===== src/rtl/stopwatch_lap_timer_if.sv =====
// stopwatch_lap_timer_if: command and display bundle between the button debouncers, the stopwatch and the display mux
// master drives: start, pause, clear, dir, load, load_hr/min/sec, lap, lap_pop
// master reads:  one_sec, BCD digits, lap_data, lap_count, lap_ovf, running, expired, mode_at
interface stopwatch_lap_timer_if #(
  parameter int LAP_DEPTH = 4
);
  localparam int CW = $clog2(LAP_DEPTH) + 1;
  logic start;
  logic pause;
  logic clear;
  logic dir;
  logic load;
  logic [4:0] load_hr;
  logic [5:0] load_min;
  logic [5:0] load_sec;
  logic lap;
  logic lap_pop;
  logic one_sec;
  logic [3:0] sec_first;
  logic [3:0] sec_second;
  logic [3:0] min_first;
  logic [3:0] min_second;
  logic [3:0] hour_first;
  logic [3:0] hour_second;
  logic [16:0] lap_data;
  logic [CW-1:0] lap_count;
  logic lap_ovf;
  logic running;
  logic expired;
  logic [3:0] mode_at;
  modport master (
    output start, pause, clear, dir, load, load_hr, load_min, load_sec, lap, lap_pop,
    input one_sec, sec_first, sec_second, min_first, min_second, hour_first, hour_second,
    input lap_data, lap_count, lap_ovf, running, expired, mode_at
  );
  modport slave (
    input start, pause, clear, dir, load, load_hr, load_min, load_sec, lap, lap_pop,
    output one_sec, sec_first, sec_second, min_first, min_second, hour_first, hour_second,
    output lap_data, lap_count, lap_ovf, running, expired, mode_at
  );
endinterface


===== src/rtl/stopwatch_lap_timer.sv =====
// stopwatch_lap_timer: HH:MM:SS up/down stopwatch with prescaled second tick, countdown expiry and lap FIFO
// clk_100MHz: system clock; reset_n: async active-low reset
// bus (slave): pulse commands and preset in; BCD digits, lap FIFO head/occupancy/overflow, status and mode code out
module stopwatch_lap_timer #(
  parameter int CLK_HZ = 100_000_000,
  parameter int HOUR_MAX = 24,
  parameter int LAP_DEPTH = 4
) (
  input logic clk_100MHz,
  input logic reset_n,
  stopwatch_lap_timer_if.slave bus
);
  localparam int PW = $clog2(CLK_HZ);
  localparam int AW = $clog2(LAP_DEPTH);
  localparam int CW = AW + 1;
  localparam logic [PW-1:0] PMAX = PW'(CLK_HZ - 1);
  localparam logic [4:0] HMAX = 5'(HOUR_MAX - 1);
  typedef enum logic [1:0] {IDLE, RUN, PAUSED, EXPIRED} state_t;
  state_t st, st_n;
  logic [PW-1:0] pre, pre_n;
  logic [4:0] hr, hr_n, hr_s, ld_hr;
  logic [5:0] mn, mn_n, mn_s, ld_mn;
  logic [5:0] sc, sc_n, sc_s, ld_sc;
  logic dq, dq_n, tick, zero, cy_s, cy_m;
  logic c_ld, c_st, c_pa, c_cmd, lap_ok, pop_ok, push;
  logic [AW-1:0] rd, wr, rd_n;
  logic [CW-1:0] cnt, cnt_n;
  logic [16:0] mem [LAP_DEPTH];
  logic [16:0] cur, head_n, lap_data;
  logic one_sec, running, expired, ovf;
  function automatic logic [7:0] bcd(input logic [5:0] v);
    return {4'(v / 6'd10), 4'(v % 6'd10)};
  endfunction
  assign zero = {hr, mn, sc} == '0;
  assign tick = st == RUN && pre == PMAX;
  // one-second step in the latched direction; carries/borrows ripple sec -> min -> hr
  assign cy_s = dq ? sc == 6'd0 : sc == 6'd59;
  assign cy_m = cy_s && (dq ? mn == 6'd0 : mn == 6'd59);
  assign sc_s = dq ? (sc == 6'd0 ? 6'd59 : sc - 1'b1) : (sc == 6'd59 ? 6'd0 : sc + 1'b1);
  assign mn_s = !cy_s ? mn : dq ? (mn == 6'd0 ? 6'd59 : mn - 1'b1) : (mn == 6'd59 ? 6'd0 : mn + 1'b1);
  assign hr_s = !cy_m ? hr : dq ? (hr == 5'd0 ? HMAX : hr - 1'b1) : (hr == HMAX ? 5'd0 : hr + 1'b1);
  assign ld_hr = {1'b0, bus.load_hr} >= 6'(HOUR_MAX) ? HMAX : bus.load_hr;
  assign ld_mn = bus.load_min > 6'd59 ? 6'd59 : bus.load_min;
  assign ld_sc = bus.load_sec > 6'd59 ? 6'd59 : bus.load_sec;
  // the highest-priority pulse present wins; lap_pop alone may ride along with lap
  assign c_ld = !bus.clear && bus.load;
  assign c_st = !bus.clear && !bus.load && bus.start;
  assign c_pa = !bus.clear && !bus.load && !bus.start && bus.pause;
  assign c_cmd = bus.clear || bus.load || bus.start || bus.pause;
  always_comb begin
    st_n = st;
    pre_n = pre;
    dq_n = dq;
    {hr_n, mn_n, sc_n} = {hr, mn, sc};
    if (st == RUN) pre_n = tick ? '0 : pre + 1'b1;
    if (tick) begin
      {hr_n, mn_n, sc_n} = {hr_s, mn_s, sc_s};
      if (dq && {hr_s, mn_s, sc_s} == '0) st_n = EXPIRED;
    end
    if (bus.clear) begin
      st_n = IDLE;
      pre_n = '0;
      {hr_n, mn_n, sc_n} = '0;
    end else if (c_ld && (st == IDLE || st == PAUSED)) begin
      {hr_n, mn_n, sc_n} = {ld_hr, ld_mn, ld_sc};
      pre_n = '0;
    end else if (c_st && st == IDLE && !(bus.dir && zero)) begin
      st_n = RUN;
      dq_n = bus.dir;
    end else if (c_st && st == PAUSED) begin
      st_n = RUN;
    end else if (c_pa && st_n == RUN) begin
      st_n = PAUSED;
    end
  end
  // lap captures the pre-tick time; head_n bypasses the write when the pushed entry becomes head
  assign cur = {hr, mn, sc};
  assign lap_ok = !c_cmd && bus.lap && (st == RUN || st == PAUSED);
  assign pop_ok = !c_cmd && bus.lap_pop && cnt != '0;
  assign push = lap_ok && (cnt != CW'(LAP_DEPTH) || pop_ok);
  assign rd_n = rd + AW'(pop_ok);
  assign cnt_n = cnt + CW'(push) - CW'(pop_ok);
  assign head_n = cnt_n == '0 ? '0 : (push && rd_n == wr) ? cur : mem[rd_n];
  always_ff @(posedge clk_100MHz or negedge reset_n) begin
    if (!reset_n) begin
      st <= IDLE;
      pre <= '0;
      {hr, mn, sc} <= '0;
      dq <= 1'b0;
      running <= 1'b0;
      expired <= 1'b0;
      one_sec <= 1'b0;
      rd <= '0;
      wr <= '0;
      cnt <= '0;
      ovf <= 1'b0;
      lap_data <= '0;
    end else begin
      st <= st_n;
      pre <= pre_n;
      {hr, mn, sc} <= {hr_n, mn_n, sc_n};
      dq <= dq_n;
      running <= st_n == RUN;
      expired <= st_n == EXPIRED;
      one_sec <= tick && !bus.clear;
      if (bus.clear) begin
        rd <= '0;
        wr <= '0;
        cnt <= '0;
        ovf <= 1'b0;
        lap_data <= '0;
      end else begin
        rd <= rd_n;
        wr <= wr + AW'(push);
        cnt <= cnt_n;
        lap_data <= head_n;
        if (lap_ok && !push) ovf <= 1'b1;
      end
    end
  end
  always_ff @(posedge clk_100MHz) if (push) mem[wr] <= cur;
  assign {bus.hour_first, bus.hour_second} = bcd({1'b0, hr});
  assign {bus.min_first, bus.min_second} = bcd(mn);
  assign {bus.sec_first, bus.sec_second} = bcd(sc);
  assign bus.one_sec = one_sec;
  assign bus.lap_data = lap_data;
  assign bus.lap_count = cnt;
  assign bus.lap_ovf = ovf;
  assign bus.running = running;
  assign bus.expired = expired;
  assign bus.mode_at = expired ? 4'hd : dq ? 4'hc : 4'hb;
endmodule


===== src/flat_wrapper.sv =====
// flat-port wrapper written by rule: the top's interface ports become plain ports
module stopwatch_lap_timer_flat 
#(
  parameter int CLK_HZ = 100_000_000,
  parameter int HOUR_MAX = 24,
  parameter int LAP_DEPTH = 4
)
  (clk_100MHz, reset_n, bus_start, bus_pause, bus_clear, bus_dir, bus_load, bus_load_hr, bus_load_min, bus_load_sec, bus_lap, bus_lap_pop, bus_one_sec, bus_sec_first, bus_sec_second, bus_min_first, bus_min_second, bus_hour_first, bus_hour_second, bus_lap_data, bus_lap_count, bus_lap_ovf, bus_running, bus_expired, bus_mode_at);
  stopwatch_lap_timer_if #(.LAP_DEPTH(LAP_DEPTH)) bus_i ();
  input logic clk_100MHz;
  input logic reset_n;
  input wire logic [$bits(bus_i.start)-1:0] bus_start;
  input wire logic [$bits(bus_i.pause)-1:0] bus_pause;
  input wire logic [$bits(bus_i.clear)-1:0] bus_clear;
  input wire logic [$bits(bus_i.dir)-1:0] bus_dir;
  input wire logic [$bits(bus_i.load)-1:0] bus_load;
  input wire logic [$bits(bus_i.load_hr)-1:0] bus_load_hr;
  input wire logic [$bits(bus_i.load_min)-1:0] bus_load_min;
  input wire logic [$bits(bus_i.load_sec)-1:0] bus_load_sec;
  input wire logic [$bits(bus_i.lap)-1:0] bus_lap;
  input wire logic [$bits(bus_i.lap_pop)-1:0] bus_lap_pop;
  output wire logic [$bits(bus_i.one_sec)-1:0] bus_one_sec;
  output wire logic [$bits(bus_i.sec_first)-1:0] bus_sec_first;
  output wire logic [$bits(bus_i.sec_second)-1:0] bus_sec_second;
  output wire logic [$bits(bus_i.min_first)-1:0] bus_min_first;
  output wire logic [$bits(bus_i.min_second)-1:0] bus_min_second;
  output wire logic [$bits(bus_i.hour_first)-1:0] bus_hour_first;
  output wire logic [$bits(bus_i.hour_second)-1:0] bus_hour_second;
  output wire logic [$bits(bus_i.lap_data)-1:0] bus_lap_data;
  output wire logic [$bits(bus_i.lap_count)-1:0] bus_lap_count;
  output wire logic [$bits(bus_i.lap_ovf)-1:0] bus_lap_ovf;
  output wire logic [$bits(bus_i.running)-1:0] bus_running;
  output wire logic [$bits(bus_i.expired)-1:0] bus_expired;
  output wire logic [$bits(bus_i.mode_at)-1:0] bus_mode_at;
  assign bus_i.start = bus_start;
  assign bus_i.pause = bus_pause;
  assign bus_i.clear = bus_clear;
  assign bus_i.dir = bus_dir;
  assign bus_i.load = bus_load;
  assign bus_i.load_hr = bus_load_hr;
  assign bus_i.load_min = bus_load_min;
  assign bus_i.load_sec = bus_load_sec;
  assign bus_i.lap = bus_lap;
  assign bus_i.lap_pop = bus_lap_pop;
  assign bus_one_sec = bus_i.one_sec;
  assign bus_sec_first = bus_i.sec_first;
  assign bus_sec_second = bus_i.sec_second;
  assign bus_min_first = bus_i.min_first;
  assign bus_min_second = bus_i.min_second;
  assign bus_hour_first = bus_i.hour_first;
  assign bus_hour_second = bus_i.hour_second;
  assign bus_lap_data = bus_i.lap_data;
  assign bus_lap_count = bus_i.lap_count;
  assign bus_lap_ovf = bus_i.lap_ovf;
  assign bus_running = bus_i.running;
  assign bus_expired = bus_i.expired;
  assign bus_mode_at = bus_i.mode_at;
  stopwatch_lap_timer #(.CLK_HZ(CLK_HZ), .HOUR_MAX(HOUR_MAX), .LAP_DEPTH(LAP_DEPTH)) u_core (.clk_100MHz(clk_100MHz), .reset_n(reset_n), .bus(bus_i));
endmodule

===== config.mk =====
export PLATFORM = sky130hd
export DESIGN_NAME = stopwatch_lap_timer_flat
export DESIGN_NICKNAME = d
export VERILOG_FILES = /design/src/rtl/stopwatch_lap_timer_if.sv /design/src/rtl/stopwatch_lap_timer.sv /design/src/flat_wrapper.sv
export SDC_FILE = /design/constraint.sdc
export NUM_CORES = 1
export LEC_CHECK = 0
export ABC_AREA = 1
export CORE_MARGIN = 3
export CORE_UTILIZATION = 63
export CTS_CLUSTER_SIZE = 25
export DETAILED_ROUTE_END_ITERATION = 8
export PLACE_DENSITY_LB_ADDON = 0.3
export SYNTH_ARGS = -nofsm -noshare
export SYNTH_HDL_FRONTEND = slang
export SYNTH_SLANG_ARGS = --single-unit

===== constraint.sdc =====
create_clock -name clk_100MHz -period 6.9 [get_ports clk_100MHz]
set_clock_uncertainty 0.2 [all_clocks]
set_input_delay 1.38 -clock clk_100MHz [delete_from_list [all_inputs] [get_ports clk_100MHz]]
set_output_delay 1.38 -clock clk_100MHz [all_outputs]
set_load 0.01 [all_outputs]

== Yosys cells after proc, flatten, opt, wreduce, memory -nomap -nowiden ==
Memories as Yosys holds them, arrays and structs flattened.
Cells that the tools add are included.

* Register bits: 75
* Bits in latches: 0
* Memory bits (writable): 68
* ROM bits: 0
* Bits of input ports: 26
* Output and inout bits: 52
* Logic and storage cells: 142
* Memories: 1

* $add $sub $neg: 11
* $mul: 0
* Div/mod/pow operators: 6
* Magnitude comparators: 3
* Equality and inequality tests: 11
* Shift operators: 0
* Mux-type cells: 48
* Bitwise operators: 2
* Reductions and logical operators: 46

{| class="wikitable"
|+ Memory list
! name !! depth !! bits a word !! rd ports !! clocked after Yosys merged registers in !! write ports !! line !! text
|-
| u_core.mem || 4 || 17 || 1 || 0 || 1 || stopwatch_lap_timer.sv:28 || <nowiki>logic [16:0] mem [LAP_DEPTH];</nowiki>
|}

{| class="wikitable"
|+ Operators with widths
! cell !! number
|-
| 2-to-1 mux 27 bit || 4
|-
| 2-to-1 mux 6 bit || 15
|-
| 2-to-1 mux 17 bit || 3
|-
| 2-to-1 mux 5 bit || 8
|-
| zero test 17 bit || 2
|-
| adder 27 x 1 -> 27 bit (second input constant) || 1
|-
| == test 27 bit (second input constant) || 1
|-
| logical AND 1 bit || 22
|-
| 2-to-1 mux 2 bit || 9
|-
| adder 6 x 1 -> 6 bit (second input constant) || 2
|-
| divider 6 x 4 -> 6 bit (second input constant) || 2
|-
| == test 6 bit (second input constant) || 2
|-
| greater-than comparator 6 bit (second input constant) || 2
|-
| zero test 6 bit || 2
|-
| modulo 6 x 4 -> 6 bit (second input constant) || 2
|-
| subtractor 6 x 1 -> 6 bit (second input constant) || 2
|-
| nonzero test 3 bit || 3
|-
| divider 5 x 4 -> 6 bit (second input constant) || 1
|-
| == test 2 x 1 -> 1 bit (second input constant) || 3
|-
| zero test 1 bit || 6
|-
| logical OR 1 bit || 6
|-
| modulo 5 x 4 -> 6 bit (second input constant) || 1
|-
| 2-to-1 mux 1 bit || 6
|-
| 2-to-1 mux 3 bit || 2
|-
| other kinds (17) || 20
|}

== Logic depth before layout (Yosys ltp) ==
* Depth in word-level cells: 16
* Depth in mapped cells: 18
* Depth with buffers taken out: 17

== Least setup slack after synthesis ==
Ideal clock, no wire load.

* Path type: input port to flip-flop
* From: input bus_clear
* To: register u_core.lap_data[10] (netlist: u_core.bus.lap_data[10])
* Setup time: 150 ps
* Arrival time: 3744 ps
* Data required time: 6550 ps
* Slack: 2806 ps
* Stages: 15
* Path buffers: 2
* Path through: buf_6 -> nor3_2 -> inv_2 -> nor2_2 -> nand2_1 -> nor2_1 -> ha_1 -> inv_1 -> ha_1 -> fa_1 -> xnor2_1 -> nand3_1 -> nand2_1 -> clkbuf_1 -> a211oi_2

* Word-level cells in the longest chain between the ends: 13
* Elaborated cells between the ends (all ways): 20
* Those cells by class: 3 x add/sub; 1 x eq/ne; 3 x mux; 12 x reduce/logical; 1 x memory

{| class="wikitable"
|+ RTL lines
! element !! line !! text
|-
| start: declaration || flat_wrapper.sv:14 || <nowiki>input wire logic [$bits(bus_i.clear)-1:0] bus_clear;</nowiki>
|-
| logical OR 1 bit (3 in series) || stopwatch_lap_timer.sv:49 || <nowiki>assign c_cmd = bus.clear || bus.load || bus.start || bus.pause;</nowiki>
|-
| zero test 1 bit || stopwatch_lap_timer.sv:78, stopwatch_lap_timer.sv:79 ||
|-
| logical AND 1 bit (2 in series) || stopwatch_lap_timer.sv:79 || <nowiki>assign pop_ok = !c_cmd && bus.lap_pop && cnt != '0;</nowiki>
|-
| logical OR 1 bit || stopwatch_lap_timer.sv:80 || <nowiki>assign push = lap_ok && (cnt != CW'(LAP_DEPTH) || pop_ok);</nowiki>
|-
| logical AND 1 bit || stopwatch_lap_timer.sv:80 ||
|-
| adder 3 x 1 -> 3 bit || stopwatch_lap_timer.sv:82 || <nowiki>assign cnt_n = cnt + CW'(push) - CW'(pop_ok);</nowiki>
|-
| subtractor 3 x 1 -> 3 bit || stopwatch_lap_timer.sv:82 ||
|-
| zero test 3 bit || stopwatch_lap_timer.sv:83 || <nowiki>assign head_n = cnt_n == '0 ? '0 : (push && rd_n == wr) ? cur : mem[rd_n];</nowiki>
|-
| 2-to-1 mux 17 bit || stopwatch_lap_timer.sv:83 ||
|-
| 2-to-1 mux 17 bit * || stopwatch_lap_timer.sv:106 || <nowiki>if (bus.clear) begin</nowiki>
|-
| end signal: assignment || stopwatch_lap_timer.sv:116 || <nowiki>lap_data <= head_n;</nowiki>
|-
| end: declaration || stopwatch_lap_timer.sv:29 || <nowiki>logic [16:0] cur, head_n, lap_data;</nowiki>
|}

Every way passes the cells marked *; elsewhere a longest branch is shown, timed or not.
A chain may end at the register's enable or synchronous reset.

== Worst setup path in the final report ==
* From: input bus_clear
* To: register u_core.lap_data[1] (netlist: u_core.bus.lap_data[1])

Same word-level chain as after synthesis.

==> results.cfg <==
[timing]
fmax_mhz = 206
worst_pin_slew_ns = 1.11
post-route-period-util_pct = 70.5
timing.slew.headroom_pct = 25.7
period_needed_ns = 4.86
rsz0062_at_grt = false
hold_viol_final = 0
holdWs_ns = 0.287
finalSetupViolCount = 0
final.setup.tns_ns = 0
slew_violations = 0
fin_ws_ns = 2.04

[place]
dp_hpwl_um = 13600
gp_congestion = 0.912
dp_cells = 1140
post-place-ws_ns = 1.67
portBuffers = 72

[worst_setup_path]
path_cells = clkdlybuf4s50_1 > nor3_2 > inv_2 > nor2_2 > nand2_1 > nor2_1 > ha_1 > inv_1 > ha_1 > fa_1 > xnor2_1 > nand3_1 > nand2_1 > a211oi_1
r2r_slack_ns = 3.65
worstPathArrival_ns = 4.98
crit_start = bus_clear
crit_type = in -> reg
r2r_end = u_core.bus.lap_data[1]$_DFF_PN0_
critical_path.max_fanout = 17
start_kind = input port
r2r_cells = 10
timing.rr.start = u_core.bus.lap_count[1]$_DFF_PN0_
slowest_stage = clkdlybuf4s50_1
endpoint_kind = flop
max_stage_delay_ns = 0.68
worst_ep_required_time_ns = 7.01

[cells_and_area]
layout_commonest_cell = nand2_1
nets = 1036
fill_cells = 925
n_antenna_cell = 0
final_layout_size_suffix_gt1_share_pct = 11.8
layout_common_cells = 193 x nand2_1, 100 x nor2_1, 82 x inv_1
final_cells = 1172
area_growth_pct = 15.2
final_util_pct = 74.5

[clock_network]
cts_buffer_depth = 2
clk_pin_slew_ns = 0.06
worstSkewPairLatency_ns = 0.42
cts_tree = built
cts-buffers-inserted = 17
cts_sinks = 143
hold_buffers = 0
ctsResizeCount = 0
ctsHtreeMaxLevel = 4
cts_root_buf = clkbuf_16
cts_setup_buffers = 0

[min_path]
hp-class = reg -> reg
min_from = u_core.pre[4]$_DFFE_PN0P_
min_to = u_core.pre[4]$_DFFE_PN0P_
whs_path_depth = 1

[global_routing]
overflow = 0
top_usage_layer = met2
grt_pass1_vias = 6671
grtUsageMet3_pct = 5.38
grt_first_pass_wirelength_um = 32900
grt_util_met1_pct = 37.0
antenna_found_initial = 0
grt_max_degree = 76
grt_util_met2_pct = 48.7
grt_usage_pct = 28.9

[synth]
ys_ff_latch = 143
synthesis.area_um2 = 8230
synth_top_area_cell = edfxtp_1
synth-seq-area-share_pct = 47.6
synth_cell_types = 53
synth_cells = 932
synth_top_area_share_pct = 24.8
synth.area.top_cells = edfxtp_1 25%, dfrtp_1 23%, nand2_1 8.8%
ys_warn_count = 0
syn_area_per_cell_um2 = 8.83

[run]
max-cap-violations = 0

[drt]
vias_per_cell = 5.90
vias = 6919
drtAntennaViolNets = 0
drt-total-wl_um = 20400
drt_iter0_drc = 679
drc_errors = 0
wl_per_cell_um = 17.4
dr.pass1.iters = 5

[power_and_ir_drop]
power_leakage_nw = 3.88
power_density_nw_per_um2 = 225
ir_drop_uv = 158

[floorplan]
die-area_um2 = 14500
start_util_pct = 64.7
core_area_um2 = 12700
chipWidth_um = 120
io_pins = 78
die_h_um = 120
num_rows = 41

[status]
outcome = completed
-- registers in the layout (all words and copies together), names as in the netlist, 2 cells and up --
register,cells
u_core.bus.lap_count,3
u_core.bus.lap_data,17
u_core.hr,5
u_core.mem,68
u_core.mn,6
u_core.pre,27
u_core.rd,2
u_core.sc,6
u_core.st,2
u_core.wr,2
-- metrics by stage --
step / power (mW) / area, um^2
global route: 2.22 / 9480
global placement: 1.29 / 8940
CTS: 2.14 / 9480
finish: 2.14 / 9480
detailed placement: 1.30 / 8940
floorplan: 1.18 / 8240
-- worst max path at each step --
stage / end / slack, ns / cells past startpoint
6_report: u_core.bus.lap_data[1]$_DFF_PN0_ / 2.04 / 14
5_1_grt: u_core.bus.lap_data[7]$_DFF_PN0_ / 1.87 / 14
4_1_cts: u_core.bus.lap_data[1]$_DFF_PN0_ / 2.10 / 14
3_5_place_dp: u_core.bus.lap_data[1]$_DFF_PN0_ / 1.67 / 14
3_3_place_gp: u_core.bus.lap_data[16]$_DFF_PN0_ / 1.91 / 14
2_1_floorplan: u_core.bus.lap_data[10]$_DFF_PN0_ / 2.81 / 15
-- kinds of logic (layout without fill, tap and decap cells) --
logic type	after synthesis	in the layout	share of synthesized area (%)
simple gates	450	450	25.2
flops	143	143	47.6
buf+inv	139	204	7.68
compound gates	134	134	11.1
fa+ha+maj	23	23	3.59
xor+xnor	23	23	2.54
mux	18	18	2.19
other cells	2	5	0.0912
-- synth_stat cells (all sizes together) --
library cell / n
o22ai: 1
a211oi: 18
nor2: 115
clkinv: 2
or2: 20
a21oi: 18
nand3b: 2
a21o: 1
fa: 1
o21a: 1
buf: 29
edfxtp: 68
dfrtp: 75
a31oi: 2
o211ai: 29
nand3: 62
xnor2: 8
o21ai: 55
o221ai: 4
nor4: 5
a22oi: 1
nor3: 23
xor2: 15
o41ai: 1
nor3b: 2
clkbuf: 13
ha: 22
nand4: 20
o31ai: 3
mux2i: 18
conb: 2
nand2: 201
inv: 95
-- area by class of cell --
class	count	area [um^2]	share of cell area [%]
flip-flops and latches	143	3920	41.3
multi-input cells	653	3700	39.0
repair buffers	75	741	7.81
clock buffers	21	460	4.85
inverters	97	365	3.85
well taps	172	215	2.27
clock inverters	11	83.8	0.884
-- worst max-delay path: cells and delay by family --
family / cells / cell delay [ns]
compound gates: 1 / 0.48
simple gates: 6 / 1.43
buf+inv: 3 / 0.79
xor+xnor: 1 / 0.16
fa+ha+maj: 3 / 0.74
-- per-layer routing --
metal  routed length [um]  share of wire (%)
met5                    0                  0
met2                10300                 51
met1                 7920                 39
met4                  578                2.8
met3                 1580                7.8
-- report_power, final --
group | leakage, nW | total [mW] | switching (mW) | internal (mW)
logic | 1.97 | 0.334 | 0.200 | 0.134
registers | 1.66 | 0.958 | 0.0471 | 0.911
clock network | 0.256 | 0.847 | 0.366 | 0.481
total | 3.88 | 2.14 | 0.613 | 1.53
Note: power is estimated with default switching activity, not from simulation.
